==> src/rtl/svo_stream_switch.sv <==
// svo_stream_switch
//   Frame-synchronous N:1 switch for SVO AXI video streams (tuser = start of frame).
//   One input at a time owns the downstream path; ownership only changes on a
//   frame boundary, so the output never carries a torn frame. Inputs that are
//   not granted are always ready and their pixels are discarded.
//
// Ports
//   clk, reset        clock, synchronous active-high reset
//   sel_req           requested input index (values >= NUM_IN ignored)
//   in_axis_*         NUM_IN input streams, input i data at [i*BPP +: BPP]
//   out_axis_*        single output stream, one register stage
//   cur_sel           input currently granted
//   switch_done       one-cycle pulse when the first SOF of a new grant is accepted
//   frame_cnt         number of SOF pixels forwarded (wraps)
//
// state | meaning
// SYNC  | granted input chosen, waiting for its SOF; non-SOF pixels dropped
// RUN   | forwarding frames of the granted input; switch evaluated at each SOF
module svo_stream_switch #(
  parameter int SVO_BITS_PER_PIXEL = 24,
  parameter int NUM_IN             = 2,
  parameter int SEL_BITS           = 1
) (
  input  logic                                 clk,
  input  logic                                 reset,
  input  logic [SEL_BITS-1:0]                  sel_req,
  input  logic [NUM_IN-1:0]                    in_axis_tvalid,
  output logic [NUM_IN-1:0]                    in_axis_tready,
  input  logic [NUM_IN*SVO_BITS_PER_PIXEL-1:0] in_axis_tdata,
  input  logic [NUM_IN-1:0]                    in_axis_tuser,
  output logic                                 out_axis_tvalid,
  input  logic                                 out_axis_tready,
  output logic [SVO_BITS_PER_PIXEL-1:0]        out_axis_tdata,
  output logic                                 out_axis_tuser,
  output logic [SEL_BITS-1:0]                  cur_sel,
  output logic                                 switch_done,
  output logic [15:0]                          frame_cnt
);

  localparam int BPP = SVO_BITS_PER_PIXEL;

  localparam logic [0:0] ST_SYNC = 1'b0;
  localparam logic [0:0] ST_RUN  = 1'b1;

  localparam logic [SEL_BITS:0] NUM_IN_L = (SEL_BITS+1)'(NUM_IN);

  logic [0:0]          state;
  logic [SEL_BITS-1:0] sel_q;

  logic                sel_v;
  logic                sel_sof;
  logic [BPP-1:0]      sel_data;
  logic                ostall;
  logic                fwd;
  logic                rdy_s;
  logic                retarget;
  logic                load;

  always_comb begin
    sel_v    = 1'b0;
    sel_sof  = 1'b0;
    sel_data = '0;
    for (int i = 0; i < NUM_IN; i++) begin
      if (cur_sel == SEL_BITS'(i)) begin
        sel_v    = in_axis_tvalid[i];
        sel_sof  = in_axis_tuser[i];
        sel_data = in_axis_tdata[i*BPP +: BPP];
      end
    end
  end

  always_comb begin
    ostall   = out_axis_tvalid && !out_axis_tready;
    fwd      = 1'b0;
    rdy_s    = 1'b1;
    retarget = 1'b0;
    case (state)
      ST_SYNC: begin
        // A new request while still aligning abandons the current target;
        // its pixel this cycle is simply drained.
        if (sel_q != cur_sel) begin
          retarget = 1'b1;
        end else if (sel_sof) begin
          fwd   = sel_v;
          rdy_s = !ostall;
        end
      end
      ST_RUN: begin
        // The SOF that triggers a switch is left unconsumed; once cur_sel
        // moves away it is drained as an unselected input.
        if (sel_v && sel_sof && (sel_q != cur_sel)) begin
          retarget = 1'b1;
          rdy_s    = 1'b0;
        end else begin
          fwd   = sel_v;
          rdy_s = !ostall;
        end
      end
      default: begin
        fwd   = 1'b0;
        rdy_s = 1'b1;
      end
    endcase
    load = fwd && !ostall;
  end

  always_comb begin
    in_axis_tready = '1;
    for (int i = 0; i < NUM_IN; i++) begin
      if (cur_sel == SEL_BITS'(i)) begin
        in_axis_tready[i] = rdy_s;
      end
    end
  end

  always_ff @(posedge clk) begin
    if (reset) begin
      state           <= ST_SYNC;
      cur_sel         <= '0;
      sel_q           <= '0;
      out_axis_tvalid <= 1'b0;
      out_axis_tdata  <= '0;
      out_axis_tuser  <= 1'b0;
      switch_done     <= 1'b0;
      frame_cnt       <= '0;
    end else begin
      if ({1'b0, sel_req} < NUM_IN_L) begin
        sel_q <= sel_req;
      end

      switch_done <= 1'b0;
      if (retarget) begin
        cur_sel <= sel_q;
        state   <= ST_SYNC;
      end else if (load && (state == ST_SYNC)) begin
        state       <= ST_RUN;
        switch_done <= 1'b1;
      end

      if (load && sel_sof) begin
        frame_cnt <= frame_cnt + 16'd1;
      end

      if (load) begin
        out_axis_tvalid <= 1'b1;
        out_axis_tdata  <= sel_data;
        out_axis_tuser  <= sel_sof;
      end else if (out_axis_tready) begin
        out_axis_tvalid <= 1'b0;
      end
    end
  end

endmodule

==> config.mk <==
export PLATFORM = sky130hd
export DESIGN_NAME = svo_stream_switch
export DESIGN_NICKNAME = d
export VERILOG_FILES = /design/src/rtl/svo_stream_switch.sv
export SDC_FILE = /design/constraint.sdc
export NUM_CORES = 1
export LEC_CHECK = 0
export ABC_AREA = 1
export BUFFER_PORTS_ARGS = -buffer_cell sky130_fd_sc_hd__buf_2
export CAP_MARGIN = 20
export CORE_AREA = 2 2 102 104
export DETAILED_ROUTE_END_ITERATION = 7
export DIE_AREA = 0 0 104 106
export PLACE_DENSITY = 0.51
export SLEW_MARGIN = 30
export SYNTH_ARGS = -nofsm -noshare
export SYNTH_HDL_FRONTEND = slang
export SYNTH_SLANG_ARGS = --single-unit
==> constraint.sdc <==
create_clock -name clk -period 1.3 [get_ports clk]
set_input_delay 0.26 -clock clk [delete_from_list [all_inputs] [get_ports clk]]
set_output_delay 0.26 -clock clk [all_outputs]
set_load 0.02 [all_outputs]
Yosys cells after proc, flatten, opt, wreduce, memory -nomap -nowiden --
Cells that the tools add are included.
Storage, ports and cells: word-level logic and storage cells 40, register bits 46
Operators by class: add/sub/neg operators 1, multiplexer cells 19, bitwise logic cells 1, reductions and logical operators 10, eq/ne operators 1
Operators by type and width (count):
- $mux W24 | 1
- $add A16 B1 Y16 const B | 1
- $mux W1 | 15
- $logic_and A1 B1 Y1 | 6
- $pmux W1 S2 | 3
- $logic_not A1 Y1 | 2
- $reduce_bool A2 Y1 | 1
- $reduce_or A2 Y1 | 1
- $ne A1 B1 Y1 | 1
- $not A1 Y1 | 1

Depth between registers and ports, before layout --
Gate-level depths: netlist (run 1).
word-level depth 8, gate-level depth with buffers 10, mapped depth without buffers 9

Worst setup path before layout (run 1) --
Ideal clock, no wire load.
path type flip-flop to output port, start register cur_sel, end output in_axis_tready[0], cell stages (with the launch flop) 7, arrival time 1.408 ns, setup slack -0.368 ns, required time 1.040 ns, buffers on the path 1, path through dfxtp_1 -> buf_4 -> nand2_1 -> nand2_1 -> nand2_1 -> o32ai_1 -> nand2_1
On the way: word-level cells in the longest chain between the ends 6, elaborated cells on any way between the ends 10, classes of those cells eq/ne (1); mux (7); reduce/logical (2)
RTL lines:
- start: declaration | line 35 | output logic [SEL_BITS-1:0] cur_sel,
- start signal: assignment | line 133 | cur_sel <= sel_q;
- $mux W1 | line 64 | if (cur_sel == SEL_BITS'(i)) begin
- $logic_and A1 B1 Y1 (2 in series) | line 91 | if (sel_v && sel_sof && (sel_q != cur_sel)) begin
- $mux W1 | line 91
- $pmux W1 S2 | line 77 | case (state)
- $mux W1 (*) | line 110 | if (cur_sel == SEL_BITS'(i)) begin
- end: declaration | line 28 | output logic [NUM_IN-1:0] in_axis_tready,
Mark *: on every way between the ends. The rest lies on a longest branch, timed or not.

Worst setup path in the final report (run 1) --
start register cur_sel, end output in_axis_tready[1]
Same word-level chain as after synthesis.

==> results of run 1 <==
==> power by group <==
group	total (µW)	internal [µW]	switching, µW
registers	1550	1500	49.7
logic	1130	515	610
clock network	1050	539	506
==> cells by family after synthesis <==
kind of cell	count (synthesis)	share of synthesized area, %
compound gates	70	16.20
xor+xnor	11	3.959
fa+ha+maj	1	0.5141
buf+inv	57	9.666
flops	46	37.84
simple gates	179	31.82
==> placed cells by master, fill, tap and decap left out <==
cell type / synthesis / routed
nand2_1: 131 / 119
nor2_1: 17 / 16
buf_6: 0 / 9
nor3_1: 1 / 1
buf_16: 0 / 5
clkbuf_16: 0 / 2
nand2_4: 1 / 7
nand2_2: 14 / 20
o21ai_4: 0 / 5
nand3_1: 9 / 9
xnor2_1: 2 / 2
inv_1: 40 / 40
xor2_1: 9 / 9
nand4_2: 1 / 1
ha_1: 1 / 1
nor2_8: 1 / 1
buf_4: 1 / 33
o21ai_2: 0 / 16
o32ai_4: 0 / 1
nand3b_1: 1 / 1
nand4_1: 2 / 2
buf_8: 1 / 1
buf_2: 5 / 99
dfxtp_4: 0 / 1
a21oi_2: 10 / 23
a211oi_1: 1 / 1
dfxtp_2: 0 / 2
buf_12: 0 / 6
a21oi_1: 33 / 20
nor2_2: 0 / 1
dfxtp_1: 46 / 43
nand3_4: 1 / 1
o21ai_1: 0 / 3
clkbuf_8: 0 / 6
o21ai_0: 25 / 1
inv_6: 0 / 1
==> timing repair <==
action	4_1_cts	5_1_grt
cloned	5	1
pin swaps	5	6
gates resized for setup	58	38
setup buffers	14	2
setup endpoints to repair	47	47
==> worst max path at each step <==
| stage | start | to | slack, ns | cells after the start |
|---|---|---|---|---|
| 4_1_cts | cur_sel | in_axis_tready[0] | -0.43 | 7 |
| 3_5_place_dp | cur_sel | in_axis_tready[0] | -0.22 | 7 |
| 2_1_floorplan | cur_sel | frame_cnt[0] | -0.13 | 10 |
| 6_report | cur_sel | in_axis_tready[1] | -0.43 | 6 |
| 5_1_grt | cur_sel | frame_cnt[12] | -0.51 | 13 |
| 3_3_place_gp | cur_sel | in_axis_tready[0] | -0.16 | 7 |
==> cell type report <==
| class | instances | share of cell area (%) |
|---|---|---|
| flip-flops and latches | 46 | 23.01 |
| well taps | 136 | 4.222 |
| multi-input cells | 261 | 37.81 |
| inverters | 41 | 3.943 |
| repair buffers | 154 | 28.35 |
| clock buffers | 7 | 2.670 |
==> worst register-to-register path, stage by stage (launching register included) <==
cell	delay [ns]
dfxtp_4	0.41
buf_6	0.12
nand2_4	0.05
nand2_4	0.09
buf_4	0.11
nand2_2	0.05
nand2_4	0.07
nand3_4	0.11
buf_12	0.17
nor2_8	0.14
buf_6	0.12
buf_12	0.10
nand2_2	0.05
a21oi_2	0.12
==> per-stage QoR <==
stage / setup TNS (ns) / hold WS [ns] / utilization [%]
floorplan: -3.272 / 0.3670 / -
global placement: -4.482 / 0.4284 / 34.03
detailed placement: -6.391 / 0.4341 / 34.03
CTS: -14.78 / 0.1516 / 38.94
global route: -19.25 / 0.1555 / 40.30
finish: -15.89 / 0.1650 / 40.30
==> state kept, by name, summed over array words and instances, names as in the netlist <==
signal           flops
cur_sel              1
frame_cnt           16
switch_done          1
state                1
out_axis_tvalid      1
out_axis_tuser       1
out_axis_tdata      24
sel_q                1
==> layer usage <==
metal  track usage, %  vias up  wire length [µm]
met2            26.41       80              3804
li1                 -     1425                 -
met1            17.04     1189              3402
met4            2.606        0                61
met5                0        -                 0
met3            3.188        6               460
==> impl_metrics.json, run 1 <==
{
  "syn_inst": 364,
  "core-area_um2": 10000,
  "p_total_uw": 3723,
  "syn_nets": 421,
  "root_buffer": "clkbuf_8",
  "io_pins": 102,
  "fp-row-count": 37,
  "via_count": 2700,
  "end_kind": "output port",
  "min_path_cells": 3,
  "slew_violations": 0,
  "outcome": "complete, but fails checks",
  "path_max_fanout": 5,
  "crit_slowest_cell": "dfxtp_4",
  "drv_cap": 0,
  "tightest_slew_ns": 0.2876,
  "clk_pin_slew_ns": 0.08,
  "critical_path_buf_inv_count": 2,
  "grt_pass1_wl_um": 12870,
  "ys_ff_latch": 46,
  "grt_usage_pct": 14.28,
  "drc": 0,
  "drtPass1Iterations": 4,
  "synth_area_leader_cell": "dfxtp_1",
  "placed_cells": 619,
  "clockBufferDepth": 2,
  "antenna_found_initial": 0,
  "routed_wl_um": 7728,
  "fin_crit_ns": 1.729,
  "synthTopCellsByArea": "dfxtp_1, nand2_1, a21oi_1",
  "chipWidth_um": 104,
  "r2r_setup_slack_ns": -0.43,
  "fin_crit_sh_pct": 133.0,
  "die_h_um": 106,
  "crit_path_start_kind": "flip-flop",
  "overflow": 0,
  "rsz0062_at_grt": "true",
  "ys_seq_area_share_pct": 37.84,
  "final-setup-viol-count": 47,
  "cts_tree": "yes",
  "avgSynthCellArea_um2": 6.686,
  "place_congestion": 0.8031,
  "ys_types": 27,
  "design_area_um2": 4030,
  "drtIter0Drc": 98,
  "detail-route-antenna-nets": 0,
  "synth_edf_count": 0,
  "fin_ws_ns": -0.4287,
  "cpLargestDelayFamily": "flip-flops",
  "async_reset_ff_share_pct": 0,
  "postCtsHoldBufs": 0,
  "synthFlopType": "dfxtp_1",
  "max_freq_mhz": 578.5,
  "yosysWarningCount": 0,
  "yosysTopAreaCellShare_pct": 37.84,
  "r2r-start": "cur_sel",
  "cts_sinks": 46,
  "diodes": 0,
  "htree_levels": 2,
  "cellLeakagePower_uw": 0.001874,
  "dp_hpwl_um": 5118,
  "nets": 566,
  "path_cells": "buf_6 -> nand2_4 -> nand2_4 -> o32ai_4 -> nand2_2 -> buf_6",
  "pwr_density_cell_nw_per_um2": 923.7,
  "reg2reg_to": "frame_cnt[10]",
  "pre_cts_ws_ns": -0.2197,
  "max_stage_delay_ns": 0.38,
  "multi_input_area_um2": 1524,
  "seq_area_um2": 927.1,
  "worstHoldStart": "sel_req",
  "numCtsBuffers": 5,
  "slew_headroom_pct": 80.83,
  "yosysMostFrequentCell": "nand2_1",
  "hold_end": "sel_q",
  "syn_area_um2": 2434,
  "insertion_delay_ns": 0.30,
  "skew_ns": 0.01144,
  "crit_required_ns": 1.04,
  "final_cells": 645,
  "min_path_type": "in -> reg",
  "worstSetupPathType": "reg -> out",
  "die_area_um2": 11020,
  "wl_per_cell_um": 11.98,
  "start_util_pct": 24.34,
  "yosys-top-cells-count": "nand2_1, dfxtp_1, inv_1, a21oi_1, o21ai_0",
  "placement.io_buffers": 101,
  "syn2layout_area_growth_pct": 65.60,
  "place_area_um2": 3403,
  "arrival_ns": 1.47,
  "grt_max_degree": 27,
  "rr_worst_depth": 13,
  "drive_above_1_share_pct": 47.35,
  "vias_per_cell": 4.186,
  "violations": "negative setup slack",
  "n_fill_cell": 1047,
  "vdd_drop_max_v": 0.0003991,
  "grt_pass1_vias": 2689,
  "hold_viol": 0
}
No activity file was read; power rests on OpenSTA's default activity.
==> run 2: changes to the inputs <==
--- a/config.mk
+++ b/config.mk
@@ -8,10 +8,10 @@
 export ABC_AREA = 1
 export BUFFER_PORTS_ARGS = -buffer_cell sky130_fd_sc_hd__buf_2
 export CAP_MARGIN = 20
-export CORE_AREA = 2 2 102 104
+export CORE_AREA = 2 2 87 89
 export DETAILED_ROUTE_END_ITERATION = 7
-export DIE_AREA = 0 0 104 106
-export PLACE_DENSITY = 0.51
+export DIE_AREA = 0 0 89 91
+export PLACE_DENSITY = 0.65
 export SLEW_MARGIN = 30
 export SYNTH_ARGS = -nofsm -noshare
 export SYNTH_HDL_FRONTEND = slang
==> impl_metrics.json, run 2 (synthesis results as in run 1) <==
{
  "whs_ns": 0.1643,
  "seq_power_share_pct": 41.5,
  "placement.io_buffers": 101,
  "overflow": 0,
  "insertion_delay_ns": 0.30,
  "io_pins": 102,
  "worstHoldStart": "sel_req",
  "antenna_found_initial": 1,
  "vias_per_cell": 4.527,
  "skew_ns": 0.007879,
  "numCtsBuffers": 5,
  "path_cells": "buf_6 -> nand2_4 -> nand2_4 -> o32ai_4 -> nand2_2 -> buf_6",
  "drc": 0,
  "chipWidth_um": 89,
  "slew_violations": 0,
  "htree_levels": 2,
  "p_switching_uw": 1164,
  "via_count": 2748,
  "outcome": "complete, but fails checks",
  "clockBufferDepth": 2,
  "fin_crit_ns": 1.743,
  "nets": 563,
  "pwr_density_cell_nw_per_um2": 941.3,
  "die_h_um": 91,
  "routed_wl_um": 7448,
  "fin_ws_ns": -0.4432,
  "largest_register_ffs": 24,
  "cp-startpoint": "cur_sel",
  "regMostFlops": "out_axis_tdata",
  "drv_cap": 0,
  "arrival_ns": 1.48,
  "layout_commonest_cell": "nand2_1",
  "power_frac_comb_pct": 29.9,
  "reg2reg_to": "frame_cnt[7]",
  "dp_hpwl_um": 4816,
  "fp-row-count": 31,
  "grt_pass1_vias": 2494,
  "r2r-start": "cur_sel",
  "final-setup-viol-count": 47,
  "slew_headroom_pct": 68.22,
  "hold_end": "sel_q",
  "internal_power_uw": 2578,
  "grt_max_degree": 27,
  "max_stage_delay_ns": 0.38,
  "cts_tree": "yes",
  "drtIter0Drc": 65,
  "max_freq_mhz": 573.7,
  "core-area_um2": 7137,
  "r2r_setup_slack_ns": -0.36,
  "detail-route-antenna-nets": 0,
  "path_max_fanout": 6,
  "worstSetupPathType": "reg -> out",
  "end_kind": "output port",
  "final_cell_mix": "nand2_1, buf_2, dfxtp_1",
  "tightest_slew_ns": 0.4767,
  "cellLeakagePower_uw": 0.001874,
  "die_area_um2": 8099,
  "place_congestion": 0.8059,
  "p_clk_share_pct": 28.6,
  "drive_above_1_share_pct": 48.52,
  "cts_sinks": 46,
  "hold_viol": 0,
  "min_path_type": "in -> reg",
  "crit_required_ns": 1.04,
  "min_path_cells": 3,
  "wl_per_cell_um": 12.27,
  "vdd_drop_max_v": 0.0004229,
  "crit_path_start_kind": "flip-flop",
  "rr_worst_depth": 12,
  "fin_util_pct": 55.72,
  "swShare_pct": 31.11,
  "grt_usage_pct": 17.28,
  "fin_crit_sh_pct": 134.1,
  "clk_pin_slew_ns": 0.09,
  "postCtsHoldBufs": 0,
  "violations": "negative setup slack",
  "root_buffer": "clkbuf_8",
  "start_util_pct": 34.10,
  "crit_slowest_cell": "dfxtp_4",
  "syn2layout_area_growth_pct": 63.39,
  "rsz0062_at_grt": "true",
  "top_regs": "out_axis_tdata: 24 flops, frame_cnt: 16 flops",
  "drtPass1Iterations": 4,
  "grt_pass1_wl_um": 11160
}
-- run 2: cell types whose count changed in the layout (fill, tap and decap cells not counted), sizes merged --
cell,delta
diode,+1
bufinv,+1
buf,-4
clkbuf,-1
clkinvlp,+2
-- run 2: critical path: cells and delay by family (launching register included) --
family / cells / cell delay [ns]
AO/OA/AOI/OAI: 1 / 0.31
buffers and inverters: 2 / 0.26
flip-flops: 1 / 0.38
AND/OR/NAND/NOR: 3 / 0.23
-- run 2: what timing repair did --
action | in CTS | in global routing
endpoints found under the setup margin | 48 | 48
gates cloned | 4 | 2
buffers inserted | 9 | 5
pin swaps | 7 | 7
resized for setup | 23 | 82
-- run 2: cell type report --
class | count | area (µm²)
Timing Repair Buffer | 151 | 1094
Clock inverter | 3 | 45.04
Multi-Input combinational cell | 261 | 1559
Inverter | 41 | 156.4
Tap cell | 99 | 123.9
Clock buffer | 5 | 68.82
Antenna cell | 1 | 2.502
Sequential cell | 46 | 927.1
Fill cell | 703 | 3161
-- run 2: worst max path at each step --
stage	depth (start not counted)	end	slack, ns
global route	7	in_axis_tready[0]	-0.51
detailed placement	7	in_axis_tready[0]	-0.20
floorplan	10	frame_cnt[0]	-0.13
CTS	6	in_axis_tready[0]	-0.48
global placement	7	in_axis_tready[1]	-0.15
finish	6	in_axis_tready[0]	-0.44
-- run 2: routing by layer --
metal	global-route usage (%)	vias up	share of wire, %
met4	3.731	0	0.91
met5	0	-	0
met3	4.364	8	6.6
li1	-	1422	-
met2	31.90	77	50
met1	19.55	1241	42
-- run 2: metrics by stage --
stage          instance area, µm²  power [µW]  worst slack [ns]  instances  setup TNS [ns]
6_report                     3976        3743           -0.4432        607          -13.88
5_1_grt                      3974        3947           -0.5079        606          -17.94
4_1_cts                      3684        3621           -0.4770        601          -13.01
3_5_place_dp                 3337        2372           -0.2036        581          -5.185
3_3_place_gp                 3337        2356           -0.1471        581          -3.433
2_1_floorplan                2501        2055           -0.1254        364          -3.272
-- run 2: power by group through the flow --
stage               Sequential (µW)  Combinational (µW)  Clock [µW]
detailed placement             1580                 789           0
CTS                            1550                 953        1120
global placement               1580                 777           0
floorplan                      1690                 362           0
global route                   1560                1210        1170
finish                         1550                1120        1070
